<file path="config.mk">
export PLATFORM = sky130hd
export DESIGN_NAME = ate_blk_streamer
export DESIGN_NICKNAME = d
export VERILOG_FILES = /design/src/rtl/ate_blk_streamer.sv
export SDC_FILE = /design/constraint.sdc
export NUM_CORES = 1
export LEC_CHECK = 0
export ABC_AREA = 1
export CAP_MARGIN = 10
export CORE_MARGIN = 2
export CORE_UTILIZATION = 49
export CTS_CLUSTER_DIAMETER = 30
export CTS_CLUSTER_SIZE = 28
export DETAILED_ROUTE_END_ITERATION = 7
export GPL_TIMING_DRIVEN = 0
export HOLD_SLACK_MARGIN = 0.15
export PLACE_DENSITY_LB_ADDON = 0.08
export REMOVE_ABC_BUFFERS = 1
export SLEW_MARGIN = 20
export SYNTH_ARGS = -nofsm -noshare
export SYNTH_HDL_FRONTEND = slang
export SYNTH_SLANG_ARGS = --single-unit
export TNS_END_PERCENT = 5
</file>
<file path="constraint.sdc">
create_clock -name clk -period 1.6 [get_ports clk]
set_clock_uncertainty 0.05 [all_clocks]
set_input_delay 0.32 -clock clk [delete_from_list [all_inputs] [get_ports clk]]
set_output_delay 0.32 -clock clk [all_outputs]
set_load 0.05 [all_outputs]
</file>
<file path="src/rtl/ate_blk_streamer.sv">
// ate_blk_streamer
// Transmit side of the adaptive-threshold pixel stream. Reads a raster-ordered
// 8-bit image from a synchronous-read memory and replays it one pixel per clock
// in 8x8 block order: row-major inside a block, blocks left-to-right then
// top-to-bottom. Framing strobes sob/sof mark the first pixel of every block
// and of the frame.
//
// Optional build macro: ATE_STREAM_LOOP_EN
//   defined   - the stream wraps from the last address straight back to
//               block 0 / pixel 0 forever; done pulses once per frame.
//   undefined - one frame per start, followed by a one-cycle flush and done.

module ate_blk_streamer #(
    parameter int BLK_X = 6,
    parameter int BLK_Y = 4,
    parameter int AW    = 11
) (
    input  logic          clk,
    input  logic          reset,
    input  logic          start,
    output logic          mem_en,
    output logic [AW-1:0] mem_addr,
    input  logic [7:0]    mem_rdata,
    output logic [7:0]    pix_data,
    output logic          pix_valid,
    output logic          sob,
    output logic          sof,
    output logic          busy,
    output logic          done
);

    localparam int BXW        = (BLK_X > 1) ? $clog2(BLK_X) : 1;
    localparam int BYW        = (BLK_Y > 1) ? $clog2(BLK_Y) : 1;
    localparam int ROW_STRIDE = 8 * BLK_X;

    // Address deltas for the incremental generator:
    //   next row inside a block  : + stride - 7
    //   next block along the row : - 7*stride + 1  (applied as a subtraction)
    localparam logic [AW-1:0]  STEP_ROW      = AW'(ROW_STRIDE - 7);
    localparam logic [AW-1:0]  STEP_BLK_BACK = AW'(7 * ROW_STRIDE - 1);
    localparam logic [BXW-1:0] BX_MAX        = BXW'(BLK_X - 1);
    localparam logic [BYW-1:0] BY_MAX        = BYW'(BLK_Y - 1);

    typedef enum logic [1:0] {
        IDLE  = 2'd0,
        RUN   = 2'd1,
        FLUSH = 2'd2
    } state_t;

    state_t state;
    state_t state_next;

    logic [2:0]     rx;
    logic [2:0]     ry;
    logic [BXW-1:0] bx;
    logic [BYW-1:0] by;
    logic [AW-1:0]  addr_q;
    logic [AW-1:0]  addr_next;

    logic last_rx;
    logic last_ry;
    logic last_bx;
    logic last_by;
    logic frame_last;

    logic       last_pix_q;
    logic [7:0] pix_hold;

    assign last_rx    = (rx == 3'd7);
    assign last_ry    = (ry == 3'd7);
    assign last_bx    = (bx == BX_MAX);
    assign last_by    = (by == BY_MAX);
    assign frame_last = last_rx && last_ry && last_bx && last_by;

    // State register
    always_ff @(posedge clk or posedge reset) begin
        if (reset) begin
            state <= IDLE;
        end else begin
            state <= state_next;
        end
    end

    // Next-state logic; in loop mode the last address simply rolls over in RUN
    always_comb begin
        state_next = state;
        case (state)
            IDLE: begin
                if (start) begin
                    state_next = RUN;
                end
            end
            RUN: begin
                if (frame_last) begin
`ifdef ATE_STREAM_LOOP_EN
                    state_next = RUN;
`else
                    state_next = FLUSH;
`endif
                end
            end
            FLUSH: begin
                state_next = IDLE;
            end
            default: begin
                state_next = IDLE;
            end
        endcase
    end

    // FSM outputs: read strobe only while issuing addresses, busy outside IDLE
    always_comb begin
        mem_en   = 1'b0;
        busy     = 1'b0;
        mem_addr = addr_q;
        case (state)
            RUN: begin
                mem_en = 1'b1;
                busy   = 1'b1;
            end
            FLUSH: begin
                busy = 1'b1;
            end
            default: begin
                mem_en = 1'b0;
                busy   = 1'b0;
            end
        endcase
    end

    // Address for the following cycle, built from adds/subtracts of constants
    always_comb begin
        addr_next = addr_q + AW'(1);
        if (last_rx) begin
            if (!last_ry) begin
                addr_next = addr_q + STEP_ROW;
            end else if (!last_bx) begin
                addr_next = addr_q - STEP_BLK_BACK;
            end else if (!last_by) begin
                addr_next = addr_q + AW'(1);
            end else begin
                addr_next = '0;
            end
        end
    end

    // Block/pixel counters and the running raster address
    always_ff @(posedge clk or posedge reset) begin
        if (reset) begin
            rx     <= '0;
            ry     <= '0;
            bx     <= '0;
            by     <= '0;
            addr_q <= '0;
        end else if (state == IDLE) begin
            if (start) begin
                rx     <= '0;
                ry     <= '0;
                bx     <= '0;
                by     <= '0;
                addr_q <= '0;
            end
        end else if (state == RUN) begin
            addr_q <= addr_next;
            rx     <= rx + 3'd1;
            if (last_rx) begin
                ry <= ry + 3'd1;
                if (last_ry) begin
                    bx <= last_bx ? '0 : bx + BXW'(1);
                    if (last_bx) begin
                        by <= last_by ? '0 : by + BYW'(1);
                    end
                end
            end
        end
    end

    // Address-phase flags delayed one cycle so they line up with the read data
    always_ff @(posedge clk or posedge reset) begin
        if (reset) begin
            pix_valid  <= 1'b0;
            sob        <= 1'b0;
            sof        <= 1'b0;
            last_pix_q <= 1'b0;
            done       <= 1'b0;
        end else begin
            pix_valid  <= (state == RUN);
            sob        <= (state == RUN) && (rx == 3'd0) && (ry == 3'd0);
            sof        <= (state == RUN) && (rx == 3'd0) && (ry == 3'd0)
                          && (bx == '0) && (by == '0);
            last_pix_q <= (state == RUN) && frame_last;
            done       <= last_pix_q;
        end
    end

    // Keeps the last streamed pixel so pix_data is stable while pix_valid is low
    always_ff @(posedge clk or posedge reset) begin
        if (reset) begin
            pix_hold <= '0;
        end else if (pix_valid) begin
            pix_hold <= mem_rdata;
        end
    end

    // Memory read data is the pixel register; it is only used after a read
    always_comb begin
        pix_data = pix_valid ? mem_rdata : pix_hold;
    end

endmodule
</file>
---- Word-level counts from Yosys, hierarchy flattened ----
Cells that the tools add are included.
word-level totals
  register bits after elaboration ......... 37
  bits in latches ......................... 0
  input bits .............................. 11
  output and inout bits ................... 25
  bits in read-only memories .............. 0
  RAM bits ................................ 0
  word-level logic and storage cells ...... 81
  memories ................................ 0
operators by class
  magnitude comparators ................... 0
  add/sub/neg operators ................... 7
  equality and inequality tests ........... 8
  multiplexer cells ....................... 31
  divide/modulo/power cells ............... 0
  shift-type cells ........................ 0
  bitwise operators ....................... 0
  multiply operators ...................... 0
  reduce and logical (&&, ||, !) cells .... 23
operator list
  operator               number
  $mux 11                7
  $mux 3                 11
  $mux 2                 9
  $add 11x1->11 const B  1
  $add 11x6->11 const B  1
  $sub 11x9->11 const B  1
  $add 3x1->3 const B    3
  $eq 3x3->1 const B     3
  $logic_not 3->1        3
  $logic_and 1x1->1      8
  $mux 8                 1
  $reduce_bool 2->1      4
  $reduce_and 5->1       1
  $eq 2x2->1 const B     2
  $logic_not 2->1        2
  $ne 2x2->1 const B     2
  $pmux 2 s2             1
  $reduce_and 2->1       2
  $reduce_and 4->1       1
  $reduce_and 3->1       1
  $add 2x1->2 const B    1
  $eq 2x1->1 const B     1
  $mux 1                 2
  $reduce_or 2->1        1

---- Depth between registers and ports, before layout ----
Gate-level depths: netlist of run 1.
  depth in word-level cells ............... 7
  mapped depth ............................ 13
  depth with buffers taken out ............ 13

---- Worst setup path before layout of run 1 ----
No wires, ideal clock.
  kind .................................... register -> register
  from .................................... register addr_q[0], in the netlist mem_addr[0]
  to ...................................... register addr_q[10], in the netlist mem_addr[10]
  setup time .............................. 0.118 ns
  slack ................................... -0.247 ns
  stages on the path, launching flop included .. 11
  data arrival time ....................... 1.679 ns
  buffers on the path ..................... 0
  period minus slack after synthesis ...... 1.847 ns
  required time ........................... 1.432 ns
  cells stage by stage .................... dfrtp_1 ha_1 nand3_1 nor2_2 nand2_1 nand2_1 nand3_1 nand3b_1 nand2_1 nand2_1 nand2_1
between the ends
  longest elaborated chain between the ends .. 7
  elaborated cells between the ends (all ways) .. 9
  those cells by class .................... add/sub: 3; mux: 6
ends and longest elaborated chain
  element                   line      text
  start: declaration        57        logic [AW-1:0] addr_q;
  start signal: assignment  164       addr_q <= addr_next;
  $add 11x1->11             133, 140
  $mux 11                   139       end else if (!last_by) begin
  $mux 11                   137       end else if (!last_bx) begin
  $mux 11                   135       if (!last_ry) begin
  $mux 11 (*)               134       if (last_rx) begin
  $mux 11 (*)               163       end else if (state == RUN) begin
  $mux 11 (*)               155       end else if (state == IDLE) begin
Mark *: on every way between the ends. The rest lies on a longest branch, timed or not. The select of a mux whose other input is x is not followed.
A chain may end at the register's enable or synchronous reset.

---- Final worst setup path of run 1 ----
  from .................................... register pix_valid
  to ...................................... output port pix_data[6]
between the ends
  longest elaborated chain between the ends .. 1
ends and longest elaborated chain
  element                   line  text
  start: declaration        25    output logic pix_valid,
  start signal: assignment  187   pix_valid <= (state == RUN);
  $mux 8                    207   pix_data = pix_valid ? mem_rdata : pix_hold;
  end: declaration          24    output logic [7:0] pix_data,
Every way passes these cells.

==> results of run 1 <==
==> worst max-delay path: stages, from the launching register on <==
cell,delay (ps)
dfrtp_2,460
buf_4,160
mux2_4,310
buf_8,150
==> state kept, by name (all words and copies together), names as in the netlist, 2 cells and up <==
name,count
mem_addr,11
pix_hold,8
bx,3
rx,3
ry,3
by,2
state,2
==> Yosys cell counts, drive strengths merged <==
| cell | n |
|---|---|
| a21oi | 11 |
| a22o | 1 |
| nor4 | 1 |
| nor3 | 3 |
| a211oi | 1 |
| and3 | 1 |
| inv | 45 |
| nand3 | 38 |
| o22a | 1 |
| buf | 6 |
| a21o | 2 |
| nand2 | 99 |
| ha | 11 |
| nand3b | 1 |
| mux2 | 8 |
| dfrtp | 37 |
| o211ai | 2 |
| clkbuf | 2 |
| o21ai | 26 |
| nand4 | 2 |
| a21boi | 1 |
| nor2 | 20 |
| o22ai | 1 |
| xor2 | 5 |
==> worst paths after layout <==
| kind | start | end | slack [ps] |
|---|---|---|---|
| setup / recovery | pix_valid | pix_data[6] | -140 |
| hold / removal | reset | pix_hold[7] | 280 |
| setup reg to reg | rx[1] | mem_addr[4] | -90 |
| hold reg to reg | last_pix_q | done | 300 |
| max in group asynchronous | reset | mem_addr[6] | 760 |
| min in group clk | last_pix_q | done | 300 |
==> per-stage QoR <==
stage | power, mW | setup TNS [ps] | setup slack [ps] | utilization, %
finish | 4.87 | -998 | -144 | 67.6
global route | 5.14 | -2790 | -184 | 67.6
CTS | 4.54 | -1850 | -195 | 63.9
detailed placement | 3.67 | -9460 | -523 | 59.6
global placement | 3.61 | -24620 | -488 | 59.0
floorplan | 2.95 | -3300 | -313 | -
==> final cells by class <==
class	instances	area, µm²
fillers	404	1530
multi-input cells	235	1450
flip-flops and latches	37	935
repair buffers	44	440
inverters	45	179
clock buffers	7	96.3
well taps	67	83.8
repair inverters	1	7.51
clock inverters	1	5.00
==> kinds of logic after synthesis <==
group	Yosys count	synth area share, %
multiplexers	8	3.76
XOR/XNOR	5	1.83
AO/OA/AOI/OAI	46	10.7
adder cells (fa/ha/maj)	11	5.74
buffers and inverters	53	8.97
flip-flops	37	38.6
AND/OR/NAND/NOR	165	30.4
==> routing by layer <==
| metal | wire, µm | share of wire, % |
|---|---|---|
| met1 | 2710 | 43 |
| met2 | 2980 | 47 |
| met3 | 488 | 7.8 |
| met4 | 100 | 1.6 |
| met5 | 0 | 0 |
==> repair_timing <==
action	CTS	global route
gates cloned	0	1
pin swaps	1	2
resized for setup	125	59
setup buffers	5	3
endpoints found under the setup margin	49	38
==> power breakdown <==
| group | leakage [nW] | switching, mW | internal (mW) |
|---|---|---|---|
| clock | 0.0542 | 0.327 | 0.389 |
| combinational | 0.998 | 1.74 | 1.01 |
| sequential | 0.478 | 0.207 | 1.20 |
==> impl_metrics.py, run 1 <==
metrics = {
    "run_status": {
        "status": "complete, but fails checks",
        "violations": "negative setup slack",
    },
    "cts": {
        "cts-htree-levels": 2,
        "cts_tree": "yes",
        "cts_hold_buf": 0,
        "clock-sinks": 37,
        "cts_buffers": 5,
        "clockBufferDepth": 2,
        "insertion_delay_ps": 300,
        "clk_root_buffer_cell": "clkbuf_8",
        "path_clk_slew_ps": 70,
    },
    "cells_and_area": {
        "layout.nets": 391,
        "antenna_cells": 0,
        "final_common_cell": "nand2_1",
        "drive_above_1_share_pct": 26.8,
        "final_cell_area_mm2": 0.00319,
        "areaGrowthSynthToFinish_pct": 33.1,
        "final_cell_mix": "nand2_1, inv_1, nand3_1",
        "fin_cells": 437,
    },
    "timing": {
        "setup_violations": 13,
        "final-hold-violation-count": 0,
        "post-route-period-util_pct": 109,
        "slew_headroom_pct": 67.5,
        "rsz0062_at_grt": "yes",
        "worstMarginPinSlew_ps": 489,
        "max_clock_freq_ghz": 0.573,
        "setup_slack_ps": -144,
        "drv_slew": 0,
        "post-route-min-period_ps": 1740,
        "holdWs_ps": 282,
    },
    "global_route": {
        "grt_pass1_vias": 2122,
        "use_met2_pct": 39.1,
        "grt_antenna_before_repair": 0,
        "globalRoute.totalOverflow": 0,
        "grt_busiest_layer": "met2",
        "grt_first_pass_wirelength_mm": 10.1,
        "grt_max_degree": 21,
        "grt_usage_pct": 24.2,
        "use_met3_pct": 4.47,
        "use_met1_pct": 33.7,
    },
    "floorplan": {
        "row_count": 25,
        "io_pins": 36,
        "die_area_mm2": 0.00547,
        "die_h_um": 74.0,
        "die_w_um": 74.0,
        "start_util_pct": 50.8,
        "core_area_mm2": 0.00472,
    },
    "placed_design": {
        "place_area_mm2": 0.00281,
        "dp_cells": 420,
        "io_buffers": 35,
        "place.gp.congestion": 0.910,
        "dpl.hpwl_mm": 4.22,
    },
    "yosys": {
        "ys_warn_count": 0,
        "avgSynthCellArea_um2": 7.38,
        "synth_top_cell_by_area": "dfrtp_1",
        "synth_top_area_share_pct": 38.6,
        "yosys-top-cells-area": "dfrtp_1, nand2_1, nand3_1",
        "ys_seq_elements": 37,
        "synth_area_mm2": 0.00240,
        "ys_seq_area_share_pct": 38.6,
        "yosysUniqueCellTypes": 35,
        "postSynthCellCount": 325,
    },
    "critical_path": {
        "crit_path_start_kind": "flop",
        "crit_required_ps": 1230,
        "path_max_fanout": 6,
        "cp.arrival_ps": 1370,
        "cp-end-kind": "output pin",
        "worstSetupPathType": "reg2out",
        "worst-r2r-cell-count": 8,
    },
    "power_and_ir_drop": {
        "p_per_area_mw_per_mm2": 1530,
        "p_leak_nw": 1.53,
        "max-vdd-ir-drop_mv": 1.24,
    },
    "routing": {
        "wl_mm": 6.28,
        "dr.first_iter.drc_count": 246,
        "drc": 0,
        "antenna_left": 0,
        "avgRoutedWirePerCell_um": 14.4,
        "drtPass1Iterations": 5,
        "num_vias": 2303,
        "routed_via_density": 5.27,
    },
    "flow_run": {
        "maxCapViolations": 0,
    },
    "worst_hold_path": {
        "hold_path.class": "in2async",
    },
}
Note: power is estimated with default switching activity, not from simulation.
==> run 2, diff against run 1 <==
--- a/config.mk
+++ b/config.mk
@@ -13,9 +13,9 @@
 export CTS_CLUSTER_SIZE = 28
 export DETAILED_ROUTE_END_ITERATION = 7
 export GPL_TIMING_DRIVEN = 0
-export HOLD_SLACK_MARGIN = 0.15
 export PLACE_DENSITY_LB_ADDON = 0.08
 export REMOVE_ABC_BUFFERS = 1
+export SKIP_CTS_REPAIR_TIMING = 1
 export SLEW_MARGIN = 20
 export SYNTH_ARGS = -nofsm -noshare
 export SYNTH_HDL_FRONTEND = slang
==> impl_metrics.py, run 2 (synthesis gave the netlist of run 1 again) <==
metrics = {
    "global_route": {
        "grt_first_pass_wirelength_mm": 9.74,
        "grt_pass1_vias": 2073,
        "grt_antenna_before_repair": 0,
        "globalRoute.totalOverflow": 0,
        "grt_usage_pct": 23.3,
        "grt_max_degree": 21,
    },
    "run_status": {
        "violations": "negative setup slack",
        "status": "complete, but fails checks",
    },
    "routing": {
        "wl_mm": 5.95,
        "antenna_left": 0,
        "drtPass1Iterations": 4,
        "routed_via_density": 5.23,
        "avgRoutedWirePerCell_um": 13.8,
        "drc": 0,
        "dr.first_iter.drc_count": 196,
        "num_vias": 2260,
    },
    "critical_path": {
        "rrSetupSlack_ps": -160,
        "path_max_fanout": 7,
        "cp.arrival_ps": 1870,
        "crit_path_start_kind": "flop",
        "worstSetupPathType": "reg2reg",
        "r2r_start": "rx[0]",
        "worst-r2r-cell-count": 8,
        "cp-end-kind": "flop",
        "r2r_end": "mem_addr[4]",
        "crit_required_ps": 1710,
    },
    "placed_design": {
        "post-place-ws_ps": -523,
        "dpl.hpwl_mm": 4.22,
        "dp_cells": 420,
        "place.gp.congestion": 0.910,
        "io_buffers": 35,
    },
    "cells_and_area": {
        "final_common_cell": "nand2_1",
        "areaGrowthSynthToFinish_pct": 25.4,
        "fin_cells": 432,
        "largest_reg_flops": 11,
        "nFillCells": 427,
        "drive_above_1_share_pct": 19.7,
        "antenna_cells": 0,
        "final_cell_mix": "nand2_1, nand3_1, inv_1",
        "layout.nets": 386,
    },
    "floorplan": {
        "io_pins": 36,
        "row_count": 25,
        "die_w_um": 74.0,
        "core_area_mm2": 0.00472,
        "die_h_um": 74.0,
        "start_util_pct": 50.8,
        "die_area_mm2": 0.00547,
    },
    "power_and_ir_drop": {
        "total_power_mw": 4.52,
        "p_leak_nw": 1.59,
        "seq_power_share_pct": 30.0,
        "p_sw_mw": 2.16,
        "clockPowerShare_pct": 15.9,
        "comb_power_share_pct": 54.0,
        "intPower_mw": 2.36,
        "switching_share_pct": 47.8,
        "p_per_area_mw_per_mm2": 1500,
        "max-vdd-ir-drop_mv": 0.997,
    },
    "cts": {
        "cts_buffers": 5,
        "insertion_delay_ps": 300,
        "clk_root_buffer_cell": "clkbuf_8",
        "cts_tree": "yes",
        "clockBufferDepth": 2,
        "path_clk_slew_ps": 70,
        "cts-htree-levels": 2,
        "clock-sinks": 37,
    },
    "worst_hold_path": {
        "hold_path.class": "in2async",
    },
    "timing": {
        "drv_slew": 0,
        "rsz0062_at_grt": "yes",
        "setup-tns-final_ps": -1790,
        "max_clock_freq_ghz": 0.569,
        "holdWs_ps": 281,
        "worstMarginPinSlew_ps": 506,
        "setup_violations": 22,
        "post-route-period-util_pct": 110,
        "slew_headroom_pct": 66.2,
        "final-hold-violation-count": 0,
        "setup_slack_ps": -159,
        "post-route-min-period_ps": 1760,
    },
    "flow_run": {
        "maxCapViolations": 0,
    },
}
-- run 2: cell count changes in the layout (fill, tap and decap cells not counted), sizes merged, moves of 3 or more --
cell	before	now
clkdlybuf4s15	4	0
dlygate4sd2	3	0
clkdlybuf4s18	3	0
buf	23	15
dlymetal6s2s	0	8
clkbuf	8	14
-- run 2: layer usage --
layer	vias up	global-route usage (%)	routed length, µm
li1	1133	-	-
met1	1053	32.1	2730
met2	66	37.9	2750
met3	8	4.34	375
met4	0	6.67	99
met5	-	0	0
-- run 2: worst max-delay path by stage --
stage	start	cells after the start	slack, ps	to
detailed placement	mem_rdata[0]	3	-520	pix_data[0]
CTS	pix_valid	2	-760	pix_data[6]
finish	rx[0]	8	-160	mem_addr[4]
floorplan	mem_addr[0]	12	-310	mem_addr[8]
global placement	mem_rdata[3]	3	-490	pix_data[3]
global route	rx[0]	8	-320	mem_addr[4]
-- run 2: stage by stage --
step	util [%]	cell area, µm²
floorplan	-	2350
global placement	59.0	2790
detailed placement	59.6	2810
CTS	61.7	2920
global route	63.7	3010
finish	63.7	3010
-- run 2: power groups by stage --
stage | sequential [mW] | clock, mW | combinational [mW]
2_1_floorplan | 1.56 | 0 | 1.39
3_3_place_gp | 1.38 | 0 | 2.23
3_5_place_dp | 1.40 | 0 | 2.27
4_1_cts | 1.38 | 0.735 | 2.28
5_1_grt | 1.39 | 0.780 | 2.61
6_report | 1.36 | 0.720 | 2.44
-- run 2: final cells by class --
type                       count  area, µm²  share of cell area, %
clock inverter                 1       5.00                  0.166
timing repair buffer          40        365                   12.2
multi-input combinational    235       1340                   44.6
inverter                      45        184                   6.12
tap                           67       83.8                   2.79
clock buffer                   7       96.3                   3.20
sequential                    37        932                   31.0
-- run 2: worst max-delay path, cell delays in order (launching register included) --
cell	delay [ps]
dfrtp_1	360
ha_1	190
ha_4	220
clkinvlp_4	150
nor2_4	180
a21boi_0	200
a211oi_1	60
o21ai_0	90
o21ai_0	120
==> run 3, diff against run 2 <==
--- a/config.mk
+++ b/config.mk
@@ -6,7 +6,6 @@
 export NUM_CORES = 1
 export LEC_CHECK = 0
 export ABC_AREA = 1
-export CAP_MARGIN = 10
 export CORE_MARGIN = 2
 export CORE_UTILIZATION = 49
 export CTS_CLUSTER_DIAMETER = 30
==> results of run 3 <==
The final DEF is identical to that of run 2; final timing and power are the same.
